==> config.mk <==
export PLATFORM = sky130hd
export DESIGN_NAME = i2c_target_ssd1306
export DESIGN_NICKNAME = d
export VERILOG_FILES = /design/src/rtl/i2c_target_ssd1306.sv
export SDC_FILE = /design/constraint.sdc
export NUM_CORES = 1
export LEC_CHECK = 0
export ABC_AREA = 1
export CORE_MARGIN = 10
export CORE_UTILIZATION = 55
export CTS_CLUSTER_DIAMETER = 150
export DETAILED_ROUTE_END_ITERATION = 7
export GPL_ROUTABILITY_DRIVEN = 0
export PLACE_DENSITY_LB_ADDON = 0.2
export SLEW_MARGIN = 20
export SYNTH_ARGS = -nofsm -noshare
export SYNTH_HDL_FRONTEND = slang
export SYNTH_SLANG_ARGS = --single-unit
==> constraint.sdc <==
create_clock -name Clock -period 2.5 [get_ports Clock]
set_input_delay 0.375 -clock Clock [delete_from_list [all_inputs] [get_ports Clock]]
set_output_delay 0.375 -clock Clock [all_outputs]
set_load 0.005 [all_outputs]
==> src/rtl/i2c_target_ssd1306.sv <==
// -----------------------------------------------------------------------------
// i2c_target_ssd1306
// Write-only I2C target that speaks the SSD1306 display-controller protocol.
// After its address is matched it reads one control byte (Co, D/C#) and then
// hands out payload bytes, each tagged as GDDRAM data or as a command.
// Everything runs in the Clock domain. The raw bus lines are oversampled
// through a synchronizer, so Clock must be several times faster than SCL.
//
// Ports
//   Clock          in   system clock, rising edge
//   cReset         in   asynchronous active-high reset
//   cSCL           in   raw bus SCL level
//   cSDA           in   raw bus SDA level (resolved open-drain value)
//   cSDADriverLow  out  1 pulls SDA low (ACK), 0 releases SDA
//   RxData         out  last received payload byte
//   RxDataValid    out  one-Clock pulse when RxData is updated
//   RxIsData       out  D/C# qualifier for RxData (1 = GDDRAM data, 0 = command)
//   BusBusy        out  1 from a START until the following STOP
// -----------------------------------------------------------------------------
module i2c_target_ssd1306 #(
   parameter logic [6:0] SLAVE_ADDRESS = 7'b0111100,
   parameter int         SYNC_STAGES   = 2
) (
   input  logic       Clock,
   input  logic       cReset,
   input  logic       cSCL,
   input  logic       cSDA,
   output logic       cSDADriverLow,
   output logic [7:0] RxData,
   output logic       RxDataValid,
   output logic       RxIsData,
   output logic       BusBusy
);

   // One-hot state encoding; any illegal pattern falls back to IDLE.
   typedef enum logic [7:0] {
      IDLE     = 8'b0000_0001,
      ADDR     = 8'b0000_0010,
      ADDR_ACK = 8'b0000_0100,
      CTRL     = 8'b0000_1000,
      CTRL_ACK = 8'b0001_0000,
      DATA     = 8'b0010_0000,
      DATA_ACK = 8'b0100_0000,
      IGNORE   = 8'b1000_0000
   } state_t;

   logic [SYNC_STAGES-1:0] sclSync_r;
   logic [SYNC_STAGES-1:0] sdaSync_r;
   logic                   sclDly_r;
   logic                   sdaDly_r;

   logic                   sScl_s;
   logic                   sSda_s;
   logic                   sclRise_s;
   logic                   sclFall_s;
   logic                   startDet_s;
   logic                   stopDet_s;

   state_t                 state_r;
   state_t                 afterAck_s;
   logic [3:0]             bitCnt_r;
   logic [7:0]             shift_r;
   logic [7:0]             nextShift_s;
   logic                   addrMatch_s;
   logic                   co_r;
   logic                   dc_r;

   // Bus line synchronizers; reset to 1 so the bus looks idle.
   always_ff @(posedge Clock or posedge cReset) begin
      if (cReset) begin
         sclSync_r <= {SYNC_STAGES{1'b1}};
         sdaSync_r <= {SYNC_STAGES{1'b1}};
         sclDly_r  <= 1'b1;
         sdaDly_r  <= 1'b1;
      end else begin
         sclSync_r <= {sclSync_r[SYNC_STAGES-2:0], cSCL};
         sdaSync_r <= {sdaSync_r[SYNC_STAGES-2:0], cSDA};
         sclDly_r  <= sclSync_r[SYNC_STAGES-1];
         sdaDly_r  <= sdaSync_r[SYNC_STAGES-1];
      end
   end

   assign sScl_s    = sclSync_r[SYNC_STAGES-1];
   assign sSda_s    = sdaSync_r[SYNC_STAGES-1];
   assign sclRise_s =  sScl_s & ~sclDly_r;
   assign sclFall_s = ~sScl_s &  sclDly_r;

   // SCL must be high in both the current and the previous sample, so an SDA
   // change that coincides with an SCL edge is never mistaken for START/STOP.
   assign startDet_s = sScl_s & sclDly_r &  sdaDly_r & ~sSda_s;
   assign stopDet_s  = sScl_s & sclDly_r & ~sdaDly_r &  sSda_s;

   // Byte as it will look once the bit being sampled now is shifted in.
   assign nextShift_s = {shift_r[6:0], sSda_s};

   // Only writes to our own address are acknowledged; reads are NACKed.
   assign addrMatch_s = (nextShift_s[7:1] == SLAVE_ADDRESS) && (nextShift_s[0] == 1'b0);

   // Where to go once the ACK clock has completed.
   always_comb begin
      afterAck_s = IDLE;
      case (state_r)
         ADDR_ACK: afterAck_s = CTRL;
         CTRL_ACK: afterAck_s = DATA;
         DATA_ACK: afterAck_s = co_r ? CTRL : DATA;
         default:  afterAck_s = IDLE;
      endcase
   end

   // Protocol FSM with registered outputs; START/STOP outrank SCL edges.
   always_ff @(posedge Clock or posedge cReset) begin
      if (cReset) begin
         state_r       <= IDLE;
         bitCnt_r      <= 4'd0;
         shift_r       <= 8'h00;
         co_r          <= 1'b0;
         dc_r          <= 1'b0;
         cSDADriverLow <= 1'b0;
         RxData        <= 8'h00;
         RxDataValid   <= 1'b0;
         RxIsData      <= 1'b0;
         BusBusy       <= 1'b0;
      end else begin
         RxDataValid <= 1'b0;
         if (startDet_s) begin
            // START or repeated START: abandon any partial byte.
            state_r       <= ADDR;
            bitCnt_r      <= 4'd0;
            shift_r       <= 8'h00;
            cSDADriverLow <= 1'b0;
            BusBusy       <= 1'b1;
         end else if (stopDet_s) begin
            state_r       <= IDLE;
            bitCnt_r      <= 4'd0;
            shift_r       <= 8'h00;
            cSDADriverLow <= 1'b0;
            BusBusy       <= 1'b0;
         end else begin
            case (state_r)
               IDLE: begin
                  state_r <= IDLE;
               end
               ADDR, CTRL, DATA: begin
                  if (sclRise_s) begin
                     shift_r <= nextShift_s;
                     if (bitCnt_r >= 4'd7) begin
                        // Eighth bit: the counter parks at 8 until the ACK ends.
                        bitCnt_r <= 4'd8;
                        if (state_r == ADDR) begin
                           state_r <= addrMatch_s ? ADDR_ACK : IGNORE;
                        end else if (state_r == CTRL) begin
                           co_r    <= nextShift_s[7];
                           dc_r    <= nextShift_s[6];
                           state_r <= CTRL_ACK;
                        end else begin
                           RxData      <= nextShift_s;
                           RxIsData    <= dc_r;
                           RxDataValid <= 1'b1;
                           state_r     <= DATA_ACK;
                        end
                     end else begin
                        bitCnt_r <= bitCnt_r + 4'd1;
                     end
                  end else begin
                     state_r <= state_r;
                  end
               end
               ADDR_ACK, CTRL_ACK, DATA_ACK: begin
                  // First SCL fall after bit 8 pulls SDA low for the ACK
                  // clock; the next SCL fall releases it and starts a byte.
                  if (sclFall_s) begin
                     if (!cSDADriverLow) begin
                        cSDADriverLow <= 1'b1;
                     end else begin
                        cSDADriverLow <= 1'b0;
                        bitCnt_r      <= 4'd0;
                        shift_r       <= 8'h00;
                        state_r       <= afterAck_s;
                     end
                  end else begin
                     state_r <= state_r;
                  end
               end
               IGNORE: begin
                  state_r <= IGNORE;
               end
               default: begin
                  state_r       <= IDLE;
                  bitCnt_r      <= 4'd0;
                  shift_r       <= 8'h00;
                  cSDADriverLow <= 1'b0;
               end
            endcase
         end
      end
   end

endmodule

# Yosys cells after proc, flatten, opt, wreduce, memory -nomap -nowiden
# Cells that the tools add are included.
dict set report word_totals {
  latchBits 0
  elab_cells 96
  register_bits 39
  input_bits 4
  memories 0
  rom_bits 0
  ramBits 0
}
dict set report op_classes {
  mul 0
  n_lt_le_gt_ge 1
  div 0
  reduce_logical 11
  mux 39
  n_eq_ne 15
  bitwise 15
  add_sub_neg 1
  shift 0
}
# op count
set op_table {}
lappend op_table {{2-to-1 mux 8 bit} 8}
lappend op_table {{2-to-1 mux 7 bit} 6}
lappend op_table {{2-to-1 mux 4 bit} 6}
lappend op_table {{case mux 8 bit (3 select lines)} 1}
lappend op_table {{case mux 7 bit (3 select lines)} 1}
lappend op_table {{case mux 6 bit (3 select lines)} 1}
lappend op_table {{!= test 4 bit, second input constant} 4}
lappend op_table {{AND reduction 7 bit} 2}
lappend op_table {{2-to-1 mux 1 bit} 13}
lappend op_table {{case mux 4 bit (3 select lines)} 1}
lappend op_table {{== test 8 x 1 -> 1 bit, second input constant} 1}
lappend op_table {{== test 8 x 2 -> 1 bit, second input constant} 1}
lappend op_table {{== test 8 x 3 -> 1 bit, second input constant} 1}
lappend op_table {{== test 8 x 4 -> 1 bit, second input constant} 1}
lappend op_table {{== test 8 x 5 -> 1 bit, second input constant} 1}
lappend op_table {{== test 8 x 6 -> 1 bit, second input constant} 1}
lappend op_table {{== test 8 x 7 -> 1 bit, second input constant} 1}
lappend op_table {{== test 8 bit, second input constant} 1}
lappend op_table {{NOT 1 bit} 8}
lappend op_table {{AND reduction 4 bit} 2}
lappend op_table {{bitwise AND 1 bit} 7}
lappend op_table {{== test 7 x 6 -> 1 bit, second input constant} 1}
lappend op_table {{2-to-1 mux 6 bit} 1}
lappend op_table {{!= test 3 x 1 -> 1 bit, second input constant} 2}
lappend op_table {{other kinds (9)} 10}

# Depth between registers and ports, before layout
dict set report logic_depth {
  word_depth 9
  mapped_depth 11
}

# Least setup slack after synthesis
# OpenSTA, ideal clock, no wires.
dict set report synth_timing {
  kind {reg2reg}
  startpoint {reg state_r[0]}
  endpoint {reg bitCnt_r[2]}
  arrival_ns 1.423
  path_stages_with_launch 11
  n_path_buf 1
  slack_ns 0.954
  synth_period_minus_slack_ns 1.546
  t_required_ns 2.377
  cell_sequence {dfstp_2 -> inv_1 -> nand2_1 -> nor2_4 -> nand3_1 -> nand3_1 -> o21ai_2 -> nand3_2 -> buf_6 -> nand2_1 -> o21ai_2}
}
dict set report synth_between {
  elab_chain_cells 5
}
# element line_no
set synth_lines {}
lappend synth_lines {{start: declaration} 59} ;# state_t state_r;
lappend synth_lines {{start signal: assignment} 150} ;# state_r <= addrMatch_s ? ADDR_ACK : IGNORE;
lappend synth_lines {{start signal: assignment} 165} ;# state_r <= state_r;
lappend synth_lines {{start signal: assignment} 178} ;# state_r <= afterAck_s;
lappend synth_lines {{== test 8 x 7 -> 1 bit (tied with other cells)} 139} ;# case (state_r)
lappend synth_lines {{OR reduction 3 bit or OR reduction 2 bit (tied branches)} --}
lappend synth_lines {{case mux 4 bit (3 select lines)} 139}
lappend synth_lines {{2-to-1 mux 4 bit} 132} ;# end else if (stopDet_s) begin
lappend synth_lines {{2-to-1 mux 4 bit} 125} ;# if (startDet_s) begin
lappend synth_lines {{end signal: assignment} 162} ;# bitCnt_r <= bitCnt_r + 4'd1;
lappend synth_lines {{end: declaration} 61} ;# logic [3:0] bitCnt_r;
# Parallel ways exist; a longest one is shown, timed or not.
# A chain may end at the register's enable or synchronous reset.

# Worst setup path after layout
dict set report layout_timing {
  startpoint {reg sclSync_r[1]}
  endpoint {reg shift_r[5]}
}
dict set report layout_between {
  elab_chain_cells 5
}
# element line_no
set layout_lines {}
lappend layout_lines {{start: declaration} 47} ;# logic [SYNC_STAGES-1:0] sclSync_r;
lappend layout_lines {{start signal: assignment} 71} ;# sclSync_r <= {SYNC_STAGES{1'b1}};
lappend layout_lines {{start signal: assignment} 76} ;# sclSync_r <= {sclSync_r[SYNC_STAGES-2:0], cSCL};
lappend layout_lines {{bitwise AND 1 bit} {90, 91}}
lappend layout_lines {{bitwise AND 1 bit, on equally long branches (2 in series)} {90, 91}}
lappend layout_lines {{!= test 4 bit (no source line) (tied with other cells)} --}
lappend layout_lines {{AND reduction 4 bit (no source line) or 2-to-1 mux 7 bit (tied branches)} --}
lappend layout_lines {{end signal: assignment} 145} ;# shift_r <= nextShift_s;
lappend layout_lines {{end: declaration} 62} ;# logic [7:0] shift_r;
# Parallel ways exist; a longest one is shown, timed or not.

==> flow_metrics.env <==
export IMPL_outcome="completed"
export IMPL_crit_path_max_incr_delay_ns=0.61
export IMPL_syn_inst=214
export IMPL_crit_top_cell="o21ai_2"
export IMPL_area_delta_synth_final_pct=14.2
export IMPL_ys_seq_elements=39
export IMPL_pin_count=16
export IMPL_synth_main_ff_cell="dfrtp_1"
export IMPL_path_class="flip-flop to flip-flop"
export IMPL_avgViaCountPerCell=5.05
export IMPL_die_area_mm2=0.00623
export IMPL_clockRootBuffer="clkbuf_4"
export IMPL_wirelength_mm=3.51
export IMPL_critPathTopFamily="simple AND/OR/NAND/NOR gates"
export IMPL_synth_top_cells_by_count="67 x nand2_1, 32 x dfrtp_1, 24 x inv_1"
export IMPL_synth_simple_area_share_pct=28.3
export IMPL_track_usage_pct=12.3
export IMPL_finalSetupTns_ns=0
export IMPL_layout_drive_gt1_share_pct=23.4
export IMPL_synthesis_nets=219
export IMPL_start_util_pct=57.2
export IMPL_clkPwrFrac_pct=39.3
export IMPL_ant_nets=0
export IMPL_synth_compound_area_share_pct=12.3
export IMPL_htreeDepth=2
export IMPL_synth_fa_ha_area_share_pct=0.656
export IMPL_max_freq_mhz=488
export IMPL_powerDensity_mw_per_mm2=538
export IMPL_grt_max_degree=40
export IMPL_drc=0
export IMPL_synth_top_family_by_area="simple AND/OR/NAND/NOR gates"
export IMPL_design_core_area_mm2=0.00334
export IMPL_path_clk_slew_ns=0.12
export IMPL_ys_async_sr_fraction_pct=100
export IMPL_yosysTopAreaCell="dfrtp_1"
export IMPL_arrival_ns=2.28
export IMPL_cts_tree="built"
export IMPL_path_buf_inv=0
export IMPL_io_buffer_count=15
export IMPL_synth_warnings=0
export IMPL_synthXorXnorAreaFrac_pct=0
export IMPL_grt_pass1_wl_mm=6.28
export IMPL_ys_seq_area_share_pct=51.6
export IMPL_maxSlewHeadroom_pct=65.3
export IMPL_fin_util_pct=65.3
export IMPL_switchingPower_w=0.000269
export IMPL_postCtsHoldBufs=0
export IMPL_drv_slew=0
export IMPL_antenna_found_initial=0
export IMPL_critPathMaxFanout=22
export IMPL_wl_per_cell_um=12.5
export IMPL_diodes=0
export IMPL_muxShareOfSynthArea_pct=0
export IMPL_drt_iter0_markers=124
export IMPL_syn_cell_area_mm2=0.00191
export IMPL_fin_ws_ns=0.451
export IMPL_synth_edf_count=0
export IMPL_post_cts_buffers=0
export IMPL_cts_resized=0
export IMPL_fin_skew_ns=0.00906
export IMPL_hold_class="flip-flop to flip-flop"
export IMPL_synth_top_area_share_pct=42.0
export IMPL_synth_cell_types=22
export IMPL_rows=21
export IMPL_leakage_nw=1.03
export IMPL_pre_cts_ws_ns=0.471
export IMPL_end_kind="flip-flop"
export IMPL_dr_total_vias=1418
export IMPL_synth_most_common_cell="nand2_1"
export IMPL_rsz0062_at_grt="no"
export IMPL_worst_slew_pin_slew_ns=0.521
export IMPL_syn_area_per_cell_um2=8.92
export IMPL_p_int_w=0.000904
export IMPL_startpoint_type="flip-flop"
export IMPL_grt_pass1_vias=1417
export IMPL_synthTopCellsByArea="dfrtp_1 42%, nand2_1 13%, dfstp_2 9.6%"
export IMPL_die_width_um=78.9
export IMPL_clock_sinks=39
export IMPL_drv_cap=0
export IMPL_path_cells="nand4_2, nand2_2, nor2_1, o21ai_2, nand3_2, nand2_1, o21ai_2"
export IMPL_nNetsFinal=239
export IMPL_numCtsBuffers=5
export IMPL_hpwl_mm=2.61
export IMPL_insertion_delay_ns=0.35
export IMPL_clockBufferDepth=2
export IMPL_comb_power_share_pct=5.1
export IMPL_required_ns=2.73
export IMPL_fin_crit_ns=2.05
export IMPL_die_h_um=78.9
export IMPL_swShare_pct=22.9
export IMPL_crit_slowest_cell="dfstp_2"
export IMPL_gr_total_overflow=0
export IMPL_min_period_over_period_pct=82.0
export IMPL_timing_final_hold_violations=0
export IMPL_seqPwrFrac_pct=55.6
export IMPL_drt_pass1_iterations=4
export IMPL_setup_viol=0
export IMPL_ir_worst_vdd_uv=367
[worst reg2reg max path, stage by stage (launching register included)]
cell and delay [ns]:
dfstp_2 0.61, nand4_2 0.17, nand2_2 0.14, nor2_1 0.08
o21ai_2 0.18, nand3_2 0.44, nand2_1 0.23, o21ai_2 0.07
[per-stage QoR]
stage / cell area [µm²] / power, W / instances / hold WS (ns)
after floorplan: 1910 / 0.000707 / 214 / 0.345
after global placement: 2090 / 0.000723 / 273 / 0.348
after detailed placement: 2090 / 0.000724 / 273 / 0.348
after CTS: 2180 / 0.00118 / 281 / 0.365
after global routing: 2180 / 0.00122 / 281 / 0.373
final: 2180 / 0.00117 / 281 / 0.365
[flip-flops by register name (all words and copies together), names as in the netlist, 2 cells and up]
name and cells:
RxData 8, shift_r 7, sdaSync_r 2, state_r 8, sclSync_r 2, bitCnt_r 4
[power by group through the flow]
stage	Sequential (W)	Clock [W]	Combinational, W
floorplan	0.000662	0	0.0000450
global placement	0.000663	0	0.0000597
detailed placement	0.000664	0	0.0000603
CTS	0.000652	0.000466	0.0000604
global route	0.000653	0.000496	0.0000665
finish	0.000652	0.000461	0.0000594
[area by class of cell]
| class | instances | area (µm²) |
|---|---|---|
| Clock inverter | 2 | 38.8 |
| Sequential cell | 39 | 985 |
| Clock buffer | 6 | 51.3 |
| Timing Repair Buffer | 16 | 158 |
| Tap cell | 46 | 57.6 |
| Fill cell | 285 | 1160 |
| Multi-Input combinational cell | 145 | 788 |
| Inverter | 27 | 101 |
[path summary, 6_finish.rpt]
path | endpoint | cells past startpoint | slack, ns | start
worst max-delay path | shift_r[5] | 7 | 0.45 | sclSync_r[1]
worst min-delay path | sdaSync_r[1] | 0 | 0.36 | sdaSync_r[0]
worst max register to register | shift_r[5] | 7 | 0.45 | sclSync_r[1]
worst min register to register | sdaSync_r[1] | 0 | 0.36 | sdaSync_r[0]
max in group asynchronous | state_r[0] | 3 | 1.73 | cReset
min in group asynchronous | BusBusy | 3 | 0.42 | cReset
[placed cells by master, fill, tap and decap left out, drive strengths merged]
cell / count
nand2: 74
dfrtp: 32
o21ai: 30
inv: 28
nor2: 16
clkdlybuf4s50: 15
nand3: 15
dfstp: 7
clkbuf: 6
a21oi: 2
nand4: 2
nor4: 2
nor3: 2
a21boi: 1
ha: 1
bufinv: 1
buf: 1
[cells by family after synthesis]
family	count (synthesis)
AO/OA/AOI/OAI	33
AND/OR/NAND/NOR	111
flip-flops	39
buffers and inverters	30
adder cells (fa/ha/maj)	1
[per-layer routing]
layer | share of wire (%) | vias up | track usage [%] | wire length (µm)
li1 | - | 721 | - | -
met1 | 47 | 666 | 14.9 | 1640
met2 | 48 | 23 | 20.4 | 1680
met3 | 3.8 | 8 | 3.04 | 135
met4 | 1.7 | 0 | 4.84 | 61
met5 | 0 | - | 0 | 0
(Power assumes the default switching activity.)
